<file path="config.mk">
export PLATFORM = sky130hd
export DESIGN_NAME = vram_fetch
export DESIGN_NICKNAME = d
export VERILOG_FILES = /design/src/rtl/vram_fetch_pkg.sv /design/src/rtl/vram_fetch_fifo.sv /design/src/rtl/vram_fetch.sv
export SDC_FILE = /design/constraint.sdc
export NUM_CORES = 1
export LEC_CHECK = 0
export CORE_ASPECT_RATIO = 1.4
export CORE_MARGIN = 8
export CORE_UTILIZATION = 40
export DETAILED_ROUTE_END_ITERATION = 12
export GPL_TIMING_DRIVEN = 0
export PLACE_DENSITY = 0.62
export SLEW_MARGIN = 20
export SYNTH_ARGS = -nofsm -noshare
export SYNTH_HDL_FRONTEND = slang
export SYNTH_SLANG_ARGS = --single-unit
</file>
<file path="constraint.sdc">
create_clock -name clk -period 3.1 [get_ports clk]
set_input_delay 0.62 -clock clk [delete_from_list [all_inputs] [get_ports clk]]
set_output_delay 0.62 -clock clk [all_outputs]
set_load 0.005 [all_outputs]
</file>
<file path="src/rtl/vram_fetch_pkg.sv">
// -----------------------------------------------------------------------------
// vram_fetch_pkg
// Shared definitions for the screen-line VRAM fetcher: FSM state encoding,
// screen geometry constants and the SRAM address formation helpers.
// -----------------------------------------------------------------------------
package vram_fetch_pkg;

    typedef enum logic [2:0] {
        IDLE       = 3'd0,
        WAIT_ROOM  = 3'd1,
        ISSUE_BMP  = 3'd2,
        WAIT_BMP   = 3'd3,
        ISSUE_ATTR = 3'd4,
        WAIT_ATTR  = 3'd5,
        PUSH       = 3'd6
    } state_e;

    localparam int unsigned SCREEN_LINES   = 192;
    localparam int unsigned BYTES_PER_LINE = 32;
    localparam logic [12:0] ATTR_OFFSET    = 13'h1800;

    // Bitmap rows are interleaved: thirds, then pixel row, then character row.
    function automatic logic [18:0] bmp_addr(input logic [4:0] page,
                                             input logic [7:0] y,
                                             input logic [4:0] x);
        return {page, 1'b0, y[7:6], y[2:0], y[5:3], x};
    endfunction

    // Attributes are one byte per 8x8 cell, placed after the bitmap area.
    function automatic logic [18:0] attr_addr(input logic [4:0] page,
                                              input logic [4:0] cell_row,
                                              input logic [4:0] x);
        return {page, 1'b0, ATTR_OFFSET | {3'b000, cell_row, x}};
    endfunction

endpackage

</file>
<file path="src/rtl/vram_fetch_fifo.sv">
// -----------------------------------------------------------------------------
// pair_fifo
// Small synchronous FIFO of 16-bit {bitmap, attribute} pairs.
// Ports:
//   clk, rst      : clock, synchronous active-high reset (flushes the FIFO)
//   push_i/wdata_i: write request and data (ignored when full)
//   pop_i         : consumer takes the head entry (ignored when empty)
//   rdata_o       : head entry, zero while empty
//   valid_o       : FIFO not empty
//   full_o        : FIFO holds DEPTH entries
// -----------------------------------------------------------------------------
module pair_fifo #(
    parameter int DEPTH = 4
) (
    input  logic        clk,
    input  logic        rst,
    input  logic        push_i,
    input  logic [15:0] wdata_i,
    input  logic        pop_i,
    output logic [15:0] rdata_o,
    output logic        valid_o,
    output logic        full_o
);
    localparam int AW = $clog2(DEPTH);

    logic [15:0] mem_q [DEPTH];
    logic [AW-1:0] wr_q;
    logic [AW-1:0] rd_q;
    logic [AW:0]   cnt_q;
    logic          do_push_s;
    logic          do_pop_s;

    assign full_o    = (cnt_q == (AW + 1)'(DEPTH));
    assign valid_o   = (cnt_q != {(AW + 1){1'b0}});
    assign do_push_s = push_i && !full_o;
    assign do_pop_s  = pop_i && valid_o;
    assign rdata_o   = valid_o ? mem_q[rd_q] : 16'h0000;

    // Storage array; contents only matter behind the pointers.
    always_ff @(posedge clk) begin
        if (do_push_s) begin
            mem_q[wr_q] <= wdata_i;
        end
    end

    // Pointers wrap naturally because DEPTH is a power of two.
    always_ff @(posedge clk) begin
        if (rst) begin
            wr_q  <= {AW{1'b0}};
            rd_q  <= {AW{1'b0}};
            cnt_q <= {(AW + 1){1'b0}};
        end else begin
            if (do_push_s) begin
                wr_q <= wr_q + {{(AW - 1){1'b0}}, 1'b1};
            end
            if (do_pop_s) begin
                rd_q <= rd_q + {{(AW - 1){1'b0}}, 1'b1};
            end
            case ({do_push_s, do_pop_s})
                2'b10:   cnt_q <= cnt_q + {{AW{1'b0}}, 1'b1};
                2'b01:   cnt_q <= cnt_q - {{AW{1'b0}}, 1'b1};
                default: cnt_q <= cnt_q;
            endcase
        end
    end

endmodule

</file>
<file path="src/rtl/vram_fetch.sv">
// -----------------------------------------------------------------------------
// vram_fetch
// Fetches one screen line (32 bitmap/attribute byte pairs) from SRAM port 2
// into a small FIFO for the video shifter.
// Ports:
//   clk, rst              : clock, synchronous active-high reset
//   line_go/line_y/page   : start request, screen row and SRAM page
//   a2, oe2_n, we2_n, din2: SRAM port-2 address/control (read-only client)
//   dout2                 : SRAM read data, valid RD_LAT cycles after a2
//   pop, valid            : FIFO handshake
//   bitmap_out, attr_out  : FIFO head entry
//   busy, line_done, overrun : status; pulses are one cycle wide
// -----------------------------------------------------------------------------
module vram_fetch
    import vram_fetch_pkg::*;
#(
    parameter int RD_LAT     = 2,
    parameter int FIFO_DEPTH = 4
) (
    input  logic        clk,
    input  logic        rst,
    input  logic        line_go,
    input  logic [7:0]  line_y,
    input  logic [4:0]  page,
    output logic [18:0] a2,
    output logic        oe2_n,
    output logic        we2_n,
    output logic [7:0]  din2,
    input  logic [7:0]  dout2,
    input  logic        pop,
    output logic        valid,
    output logic [7:0]  bitmap_out,
    output logic [7:0]  attr_out,
    output logic        busy,
    output logic        line_done,
    output logic        overrun
);
    localparam logic [2:0] LAT_LAST = 3'(RD_LAT - 1);
    localparam logic [4:0] X_LAST   = 5'(BYTES_PER_LINE - 1);
    localparam logic [7:0] Y_LIMIT  = 8'(SCREEN_LINES);

    state_e      state_q;
    logic [4:0]  x_q;
    logic [7:0]  y_q;
    logic [4:0]  page_q;
    logic [2:0]  lat_q;
    logic [7:0]  bmp_q;
    logic [7:0]  attr_q;
    logic [18:0] a2_q;
    logic        oe2_n_q;
    logic        line_done_q;
    logic        overrun_q;
    logic        fifo_full_s;
    logic        push_s;
    logic [15:0] head_s;

    assign a2         = a2_q;
    assign oe2_n      = oe2_n_q;
    assign we2_n      = 1'b1;
    assign din2       = 8'h00;
    assign busy       = (state_q != IDLE);
    assign line_done  = line_done_q;
    assign overrun    = overrun_q;
    assign push_s     = (state_q == PUSH);
    assign bitmap_out = head_s[15:8];
    assign attr_out   = head_s[7:0];

    pair_fifo #(.DEPTH(FIFO_DEPTH)) u_fifo (
        .clk     (clk),
        .rst     (rst),
        .push_i  (push_s),
        .wdata_i ({bmp_q, attr_q}),
        .pop_i   (pop),
        .rdata_o (head_s),
        .valid_o (valid),
        .full_o  (fifo_full_s)
    );

    // Fetch sequencer. a2/oe2_n are loaded on entry to ISSUE_* so they are
    // stable through ISSUE and WAIT; WAIT lasts RD_LAT cycles after ISSUE.
    always_ff @(posedge clk) begin
        if (rst) begin
            state_q     <= IDLE;
            x_q         <= 5'd0;
            y_q         <= 8'd0;
            page_q      <= 5'd0;
            lat_q       <= 3'd0;
            bmp_q       <= 8'h00;
            attr_q      <= 8'h00;
            a2_q        <= 19'd0;
            oe2_n_q     <= 1'b1;
            line_done_q <= 1'b0;
            overrun_q   <= 1'b0;
        end else begin
            line_done_q <= 1'b0;
            overrun_q   <= line_go && ((state_q != IDLE) || (line_y >= Y_LIMIT));
            case (state_q)
                IDLE: begin
                    if (line_go && (line_y < Y_LIMIT)) begin
                        y_q     <= line_y;
                        page_q  <= page;
                        x_q     <= 5'd0;
                        state_q <= WAIT_ROOM;
                    end
                end
                WAIT_ROOM: begin
                    if (!fifo_full_s) begin
                        a2_q    <= bmp_addr(page_q, y_q, x_q);
                        oe2_n_q <= 1'b0;
                        state_q <= ISSUE_BMP;
                    end
                end
                ISSUE_BMP: begin
                    lat_q   <= 3'd0;
                    state_q <= WAIT_BMP;
                end
                WAIT_BMP: begin
                    if (lat_q == LAT_LAST) begin
                        bmp_q   <= dout2;
                        a2_q    <= attr_addr(page_q, y_q[7:3], x_q);
                        state_q <= ISSUE_ATTR;
                    end else begin
                        lat_q <= lat_q + 3'd1;
                    end
                end
                ISSUE_ATTR: begin
                    lat_q   <= 3'd0;
                    state_q <= WAIT_ATTR;
                end
                WAIT_ATTR: begin
                    if (lat_q == LAT_LAST) begin
                        attr_q  <= dout2;
                        a2_q    <= 19'd0;
                        oe2_n_q <= 1'b1;
                        state_q <= PUSH;
                    end else begin
                        lat_q <= lat_q + 3'd1;
                    end
                end
                PUSH: begin
                    x_q <= x_q + 5'd1;
                    if (x_q == X_LAST) begin
                        line_done_q <= 1'b1;
                        state_q     <= IDLE;
                    end else begin
                        state_q <= WAIT_ROOM;
                    end
                end
                default: begin
                    a2_q    <= 19'd0;
                    oe2_n_q <= 1'b1;
                    state_q <= IDLE;
                end
            endcase
        end
    end

endmodule

</file>
=== Word level (Yosys, flattened, before mapping) ===
Memories as Yosys holds them, arrays and structs flattened. A register that Yosys moved wholly into a read port is not among the register bits.
Index checks and enable logic that the tools add are counted.

* Bits of input ports: 25
* Memories: 1
* RAM bits: 64
* Word-level logic and storage cells: 91
* Flip-flop bits (word level): 69
* Output and inout port bits: 49

{| class="wikitable"
|+ Memories
! memory !! words !! bits a word !! rd ports !! clocked after memory_dff !! wr ports !! line !! text
|-
| u_fifo.mem_q || 4 || 16 || 1 || 1 || 1 || vram_fetch_fifo.sv:26 || <nowiki>logic [15:0] mem_q [DEPTH];</nowiki>
|}

* Bitwise logic cells: 3
* Equality and inequality tests: 16
* Reduce and logical (&&, ||, !) cells: 25
* Mux-type cells: 24
* Magnitude comparators: 2
* $add $sub $neg: 6

{| class="wikitable"
|+ Operator list
! kind !! count
|-
| case mux 19 bit (4 select lines) || 1
|-
| 2-to-1 mux 19 bit || 3
|-
| case mux 3 bit (7 select lines) || 1
|-
| 2-to-1 mux 16 bit || 1
|-
| 2-to-1 mux 3 bit || 5
|-
| == test 3 bit (second input constant) || 4
|-
| case mux 3 bit (2 select lines) || 2
|-
| != test 2 bit (second input constant) || 5
|-
| case mux 5 bit (2 select lines) || 1
|-
| AND reduction 2 bit || 5
|-
| >= comparator 8 bit (second input constant) || 1
|-
| < comparator 8 bit (second input constant) || 1
|-
| AND reduction 4 bit || 2
|-
| adder 3 x 1 -> 3 bit (second input constant) || 2
|-
| == test 3 x 1 -> 1 bit (second input constant) || 2
|-
| == test 3 x 2 -> 1 bit (second input constant) || 2
|-
| 2-to-1 mux 1 bit || 6
|-
| nonzero test 2 bit || 3
|-
| nonzero test 3 bit || 2
|-
| OR reduction 2 bit || 3
|-
| adder 5 x 1 -> 5 bit (second input constant) || 1
|-
| == test 5 bit (second input constant) || 1
|-
| 2-to-1 mux 5 bit || 1
|-
| OR reduction 5 bit || 1
|-
| 13 further kinds || 20
|}

=== Longest topological paths before layout ===
Gate-level depths: netlist of run 1.

* Depth in word-level cells: 5
* Mapped depth: 10
* Depth with buffers taken out: 9

=== By module ===
From an unflattened synthesis of run 1, not the netlist that was laid out.

* Cell total of the unflattened synthesis: 450
* Area, all modules: 5644.2 µm²

{| class="wikitable"
|+ Modules (own cells, without submodules)
! module !! times used !! sequential area each (µm²) !! cells an instance !! area each (µm²)
|-
| pair_fifo || 1 || 2102.0 || 156 || 2942.8
|-
| vram_fetch || 1 || 1221.2 || 294 || 2701.3
|}

=== Least setup slack after synthesis of run 1 ===
OpenSTA, ideal clock, no wires.

* Path kind: flip-flop to flip-flop
* From: reg u_fifo.cnt_q[0]
* To: reg u_fifo.cnt_q[2]
* Path buffers: 0
* Required time: 3030 ps
* Slack: 907 ps
* Setup time: 70 ps
* Stages on the path, launching flop included: 10
* Arrival: 2123 ps
* Path through: dfxtp_1 > or3b_4 > and2_1 > inv_1 > ha_1 > inv_1 > fa_1 > xor2_1 > or3_1 > a21oi_1

* Cells in the longest elaborated chain, start to end: 5

{| class="wikitable"
|+ Ends and longest elaborated chain
! element !! line !! text
|-
| from (decl) || vram_fetch_fifo.sv:29 || <nowiki>logic [AW:0] cnt_q;</nowiki>
|-
| from (signal assigned) || vram_fetch_fifo.sv:51 || <nowiki>cnt_q <= {(AW + 1){1'b0}};</nowiki>
|-
| from (signal assigned) || vram_fetch_fifo.sv:60 || <nowiki>2'b10: cnt_q <= cnt_q + {{AW{1'b0}}, 1'b1};</nowiki>
|-
| from (signal assigned) || vram_fetch_fifo.sv:61 || <nowiki>2'b01: cnt_q <= cnt_q - {{AW{1'b0}}, 1'b1};</nowiki>
|-
| == test 3 bit || vram_fetch_fifo.sv:33 || <nowiki>assign full_o = (cnt_q == (AW + 1)'(DEPTH));</nowiki>
|-
| zero test 1 bit || vram_fetch_fifo.sv:35 || <nowiki>assign do_push_s = push_i && !full_o;</nowiki>
|-
| logical AND 1 bit || vram_fetch_fifo.sv:35 ||
|-
| == test 2 x 1 -> 1 bit / == test 2 bit (equally long branches) || vram_fetch_fifo.sv:59 || <nowiki>case ({do_push_s, do_pop_s})</nowiki>
|-
| case mux 3 bit (2 select lines) / nonzero test 2 bit (equally long branches) || - ||
|}

Several ways; a longest one is shown, not always the timed one.
A chain may end at the register's enable or synchronous reset.

==> metrics.yaml, run 1 <==
setup_path:
  r2r_start: "u_fifo.cnt_q[0]$_SDFFE_PP0P_"
  reg2reg_slack_ps: 700
  worst-endpoint-arrival_ps: 2320
  cp_max_fo: 10
  crit_type: "reg -> out"
  r2r-end: "u_fifo.cnt_q[2]$_SDFFE_PP0P_"
  crit_path_top_delay_cell: "mux4_2"
  path_cells: "buf_2 > buf_6 > mux4_2 > and2_1 > clkdlybuf4s50_1"
  cp-start-kind: "register"
  worstRegToRegCells: 9
  slowest_delay_ps: 530
  cp-end-kind: "primary output"
  critPathRequiredTime_ps: 2480
cells_and_area:
  layout.nets: 573
  diodes: 0
  layout-drive-gt1-share_pct: 17.79
  layout_commonest_cell: "dfxtp_1"
  layout_common_cells: "dfxtp_1, edfxtp_1, clkdlybuf4s50_1"
  syn2layout_area_growth_pct: 26.94
floorplanning:
  die_x_um: 115.3
  placementRows: 51
  die_h_um: 155.0
  ios: 74
  start_util_pct: 40.26
  coreArea_mm2: 0.01372
  die_area_mm2: 0.01788
sta:
  setup_viol: 0
  hold_slack_ps: 451.8
  final-hold-violation-count: 0
  final.min_clock_period_ps: 2940
  maxSlewHeadroom_pct: 38.03
  fin_setup_tns_ps: 0
  fin_worst_skew_ps: 8.731
  worst_pin_slew_ps: 929.6
  period_share_pct: 94.83
  final_max_slew_viol_count: 0
  rsz0062_at_grt: "false"
  max_clock_freq_mhz: 340.2
power:
  power_w: 0.004150
  seqPwrFrac_pct: 45.2
  max-vdd-ir-drop_mv: 0.3720
  leakage_nw: 2.374
  power.internal_w: 0.003255
  p_switching_w: 0.0008947
  swShare_pct: 21.56
  clock_power_share_pct: 48.8
  comb_power_share_pct: 6.0
  power_density_mw_per_mm2: 592.0
global_route:
  grt_overflow_total: 0
  antenna_found_initial: 0
  grt_pass1_wl_um: 19170
  track_usage_pct: 14.14
  grt_start_max_net_pins: 17
  grt_pass1_vias: 3765
synth:
  yosys-top-cells-area: "edfxtp_1, dfxtp_1, mux4_2"
  synthAdderAreaFrac_pct: 2.401
  synth_ff_type: "dfxtp_1"
  synth_compound_area_share_pct: 8.858
  seq_area_frac_synth_pct: 60.17
  synth_top_area_share_pct: 34.80
  synth_xor_area_share_pct: 1.110
  avgSynthCellArea_um2: 12.27
  yosys.area_share.simple_pct: 14.05
  syn_area_mm2: 0.005523
  synth-seq-cells: 134
  synth_edf_count: 64
  async_flop_share_pct: 0
  synth_top_family_by_area: "simple AND/OR/NAND/NOR gates"
  synthMuxAreaShare_pct: 8.564
  synth_top_area_cell: "edfxtp_1"
  syn_inst: 450
  ys_types: 42
  yosys_warnings: 0
hold_path:
  worstHoldStart: "page_q[4]$_SDFFE_PP0P_"
  hold_end: "page_q[4]$_SDFFE_PP0P_"
  worstHoldPathCells: 2
  min_path_type: "reg -> reg"
cts:
  worstSkewPairLatency_ps: 410
  clkSlewWorstSetupHoldPaths_ps: 60
  cts_sinks: 134
  cts_made_buffers: 17
  cts_buffer_depth: 2
  cts_tree: "built"
  cts_root_buf: "clkbuf_16"
  cts_max_level: 4
  hold_buffers: 0
outcome:
  status: "completed"
flow_run:
  drv_cap: 0
routing:
  wire_per_inst_um: 16.08
  antenna_left: 0
  drcViolationCount: 0
  vias_per_cell: 4.874
  drt-initial-drc-count: 182
  num_vias: 3587
  wl_um: 11840
  firstDrtPassIters: 4
place:
  finalWeightedCongestion: 0.7823
  dp_hpwl_um: 8298
  io_buffers: 62
per-layer routing:
| metal | vias up | share of wire, % | global-route usage, % |
|---|---|---|---|
| met5 | - | 0 | 0 |
| met4 | 0 | 1.5 | 5.905 |
| met3 | 12 | 5.4 | 4.926 |
| met2 | 82 | 51 | 24.19 |
| met1 | 1739 | 42 | 15.44 |
| li1 | 1754 | - | - |
cells by family (layout without fill, tap and decap cells):
group / Yosys count / in the layout
AND/OR/NAND/NOR: 145 / 145
flip-flops: 134 / 134
AO/OA/AOI/OAI: 78 / 78
buffers and inverters: 47 / 140
multiplexers: 27 / 27
adder cells (fa/ha/maj): 10 / 10
XOR/XNOR: 7 / 7
other: 2 / 10
worst max path at each step:
| stage | end | startpoint | slack, ps | depth (start not counted) |
|---|---|---|---|---|
| floorplan | u_fifo.cnt_q[2]$_SDFFE_PP0P_ | u_fifo.cnt_q[0]$_SDFFE_PP0P_ | 910 | 9 |
| global placement | attr_out[5] | register | 220 | 5 |
| detailed placement | attr_out[0] | register | 190 | 5 |
| CTS | attr_out[0] | register | 30 | 5 |
| global route | attr_out[7] | register | 20 | 5 |
| finish | attr_out[0] | register | 160 | 5 |
power groups by stage:
stage                     Combinational [W]  Sequential (W)  Clock (W)
after global placement             0.000248         0.00191          0
after floorplan                    0.000157         0.00191          0
final                              0.000251         0.00187    0.00203
after detailed placement           0.000251         0.00191          0
after CTS                          0.000252         0.00187    0.00206
after global routing               0.000274         0.00188    0.00215
cells in the mapped netlist (7+ instances only):
master,number
nand3_1,17
buf_4,12
nor2_1,19
buf_2,7
clkbuf_1,14
inv_1,10
nand2_1,40
o21ai_2,18
and3_1,8
and2_1,18
nand2b_1,22
dfxtp_1,70
o21ai_0,15
ha_1,9
mux4_2,16
edfxtp_1,64
mux2i_1,9
a21oi_1,36
critical path: cells and delay by family, from the launching register on:
family / cells / cell delay [ps]
multiplexers: 1 / 530
buffers and inverters: 3 / 910
AND/OR/NAND/NOR: 1 / 170
flip-flops: 1 / 300
flip-flops by register name, summed over array words and instances (netlist names), 3 cells and up, named ones only:
| name | count |
|---|---|
| u_fifo.mem_q | 64 |
| a2 | 18 |
| attr_q | 8 |
| bmp_q | 8 |
| y_q | 8 |
| page_q | 5 |
| x_q | 5 |
| lat_q | 3 |
| state_q | 3 |
| u_fifo.cnt_q | 3 |
cell type report:
class | count | area (um^2)
fillers | 1217 | 6709
flip-flops and latches | 134 | 3323
multi-input cells | 277 | 1969
repair buffers | 62 | 620.6
clock buffers | 20 | 446.7
well taps | 185 | 231.5
plain buffers | 36 | 227.7
clock inverters | 12 | 153.9
inverters | 10 | 37.54
per-stage QoR:
step           worst slack (ps)  cells  cell area [um^2]  util, %
6_report                  160.4    736              7010    51.10
5_1_grt                   16.67    736              7010    51.10
4_1_cts                   29.10    736              7005    51.06
3_5_place_dp              191.0    705              6405    46.68
3_3_place_gp              224.9    705              6405    46.68
2_1_floorplan             906.5    458              5553        -
timing repair:
item,4_1_cts,5_1_grt
endpoints found under the hold margin,0,0
endpoints found under the setup margin,10,10
setup buffers,0,0
gates resized for setup,2,3
Note: power is estimated with default switching activity, not from simulation.
==> run 2, diff against run 1 <==
- CAP_MARGIN: unset -> 20
- PLACE_DENSITY: 0.62 -> 0.65
- clock period: 3.1 -> 2.51 ns (I/O delays scaled with it)
==> metrics.yaml, run 2 (synthesis gave the netlist of run 1 again) <==
routing:
  antenna_left: 0  # unchanged
  firstDrtPassIters: 5  # +1
  drcViolationCount: 0  # unchanged
  vias_per_cell: 4.850  # -0.49%
  num_vias: 3589  # +0.056%
  drt-initial-drc-count: 135  # -26%
  wire_per_inst_um: 16.31  # +1.4%
  wl_um: 12070  # +1.9%
setup_path:
  worst-endpoint-arrival_ps: 1940  # -380 ps
  cp-start-kind: "register"
  cp-end-kind: "primary output"
  reg2reg_slack_ps: 160  # -540 ps
  r2r_start: "u_fifo.cnt_q[0]$_SDFFE_PP0P_"
  critPathRequiredTime_ps: 2010  # -470 ps
  crit_type: "reg -> out"
  crit_path_end: "bitmap_out[7]"
  worstRegToRegCells: 9  # unchanged
  r2r-end: "u_fifo.cnt_q[2]$_SDFFE_PP0P_"
  cp_max_fo: 6  # -4
floorplanning:
  placementRows: 51  # unchanged
  coreArea_mm2: 0.01372  # unchanged
  die_h_um: 155.0  # unchanged
  ios: 74  # unchanged
  die_x_um: 115.3  # unchanged
  die_area_mm2: 0.01788  # unchanged
  start_util_pct: 40.26  # unchanged
place:
  pre_cts_ws_ps: -295.5  # -486.5 ps
  dp_hpwl_um: 8219  # -0.96%
  io_buffers: 62  # unchanged
  finalWeightedCongestion: 0.7774  # -0.63%
  place_area_mm2: 0.006405  # unchanged
sta:
  setup_viol: 0  # unchanged
  maxSlewHeadroom_pct: 40.94  # +2.9 points
  final_max_slew_viol_count: 0  # unchanged
  fin_worst_skew_ps: 8.730  # -0.0008400 ps
  max_clock_freq_mhz: 408.7
  fin_setup_tns_ps: 0  # unchanged
  final-hold-violation-count: 0  # unchanged
  final.min_clock_period_ps: 2447
  period_share_pct: 97.48
  worst_pin_slew_ps: 885.9  # -43.76 ps
  hold_slack_ps: 457.1  # +5.343 ps
  fin_ws_ps: 63.30  # -97.08 ps
cells_and_area:
  largest_reg_flops: 64  # unchanged
  diodes: 0  # unchanged
  n_fill_cell: 1242  # +2.1%
  layout.nets: 577  # +0.70%
  layout_common_cells: "dfxtp_1, edfxtp_1, clkdlybuf4s50_1"
  layout_commonest_cell: "dfxtp_1"
  layout-drive-gt1-share_pct: 19.82  # +2.0 points
  syn2layout_area_growth_pct: 27.66
  stdcell_area_mm2: 0.007051  # +0.57%
  top_register: "u_fifo.mem_q"
power:
  swShare_pct: 22.29  # +0.73 points
  power.internal_w: 0.003890  # +19%
  p_switching_w: 0.001116  # +25%
  clock_power_share_pct: 47.6  # -1.2 points
  seqPwrFrac_pct: 46.3  # +1.1 points
  comb_power_share_pct: 6.2  # +0.2 points
  power_density_mw_per_mm2: 709.9  # +20%
  power_w: 0.005005  # +21%
  leakage_nw: 2.464  # +3.8%
  max-vdd-ir-drop_mv: 0.4926  # +32%
cts:
  cts_made_buffers: 17  # unchanged
  cts_root_buf: "clkbuf_16"
  cts_max_level: 4  # unchanged
  worstSkewPairLatency_ps: 410  # about the same
  cts_tree: "built"
  cts_buffer_depth: 2  # unchanged
  clkSlewWorstSetupHoldPaths_ps: 60  # about the same
  cts_sinks: 134  # unchanged
  hold_buffers: 0  # unchanged
global_route:
  grt_pass1_wl_um: 19350  # +0.97%
  grt_pass1_vias: 3774  # +0.24%
  grt_start_max_net_pins: 17  # unchanged
  antenna_found_initial: 0  # unchanged
  grt_overflow_total: 0  # unchanged
  track_usage_pct: 13.95  # -0.19 points
flow_run:
  drv_cap: 0  # unchanged
outcome:
  status: "completed"
hold_path:
  min_path_type: "reg -> reg"
## run 2: cell types whose count changed in the layout (fill, tap and decap cells not counted), sizes merged
cell | previous run | this run
clkdlybuf4s15 | 0 | 2
buf | 23 | 28
dlygate4sd2 | 0 | 13
clkinv | 5 | 7
bufinv | 3 | 2
clkdlybuf4s50 | 62 | 46
clkbuf | 33 | 32
## run 2: timing repair
item / 4_1_cts / 5_1_grt
buffers inserted: 4 / 0
pin swaps: 1 / 1
gates cloned: 1 / 0
endpoints found under the setup margin: 17 / 19
resized for setup: 32 / 7
## run 2: final cells by class
class                      count  area, um^2  share of cell area [%]
inverter                      10       37.54                  0.5324
buffer                        35       241.5                   3.425
tap                          185       231.5                   3.283
multi-input combinational    277        1979                   28.07
sequential                   134        3326                   47.17
clock buffer                  19       432.9                   6.140
clock inverter                13       133.9                   1.899
timing repair buffer          67       668.1                   9.476
## run 2: stage by stage
stage	std cells	utilization [%]
after floorplan	458	-
after global placement	705	46.68
after detailed placement	705	46.68
after CTS	740	51.35
after global routing	740	51.39
final	740	51.39
## run 2: per-layer routing
metal	GRT usage [%]	part of all wire [%]	wire [um]	vias to the layer above
met4	4.397	1.1	128	0
met5	0	0	0	-
met3	4.771	6.0	725	11
met2	24.22	52	6267	96
met1	15.54	41	4945	1719
li1	-	-	-	1763
## run 2: power groups by stage
stage	clock network [W]	registers, W	logic, W
after floorplan	0	0.00236	0.000194
after global placement	0	0.00236	0.000306
after detailed placement	0	0.00236	0.000308
after CTS	0.00241	0.00232	0.000311
after global routing	0.00251	0.00232	0.000336
final	0.00238	0.00232	0.000308
## run 2: worst min path at each step
stage / from / to / cells after the start
finish: page_q[3]$_SDFFE_PP0P_ / page_q[3]$_SDFFE_PP0P_ / 2
global route: y_q[3]$_SDFFE_PP0P_ / y_q[3]$_SDFFE_PP0P_ / 2
CTS: page_q[4]$_SDFFE_PP0P_ / page_q[4]$_SDFFE_PP0P_ / 2
detailed placement: page_q[4]$_SDFFE_PP0P_ / page_q[4]$_SDFFE_PP0P_ / 2
global placement: y_q[1]$_SDFFE_PP0P_ / y_q[1]$_SDFFE_PP0P_ / 2
floorplan: y_q[0]$_SDFFE_PP0P_ / y_q[0]$_SDFFE_PP0P_ / 2
## run 2: critical path, cell delays in order, from the launching register on
cell	delay, ps
dfxtp_2	320
buf_6	140
buf_8	130
buf_4	110
mux4_2	490
and2_1	150
clkdlybuf4s15_1	200
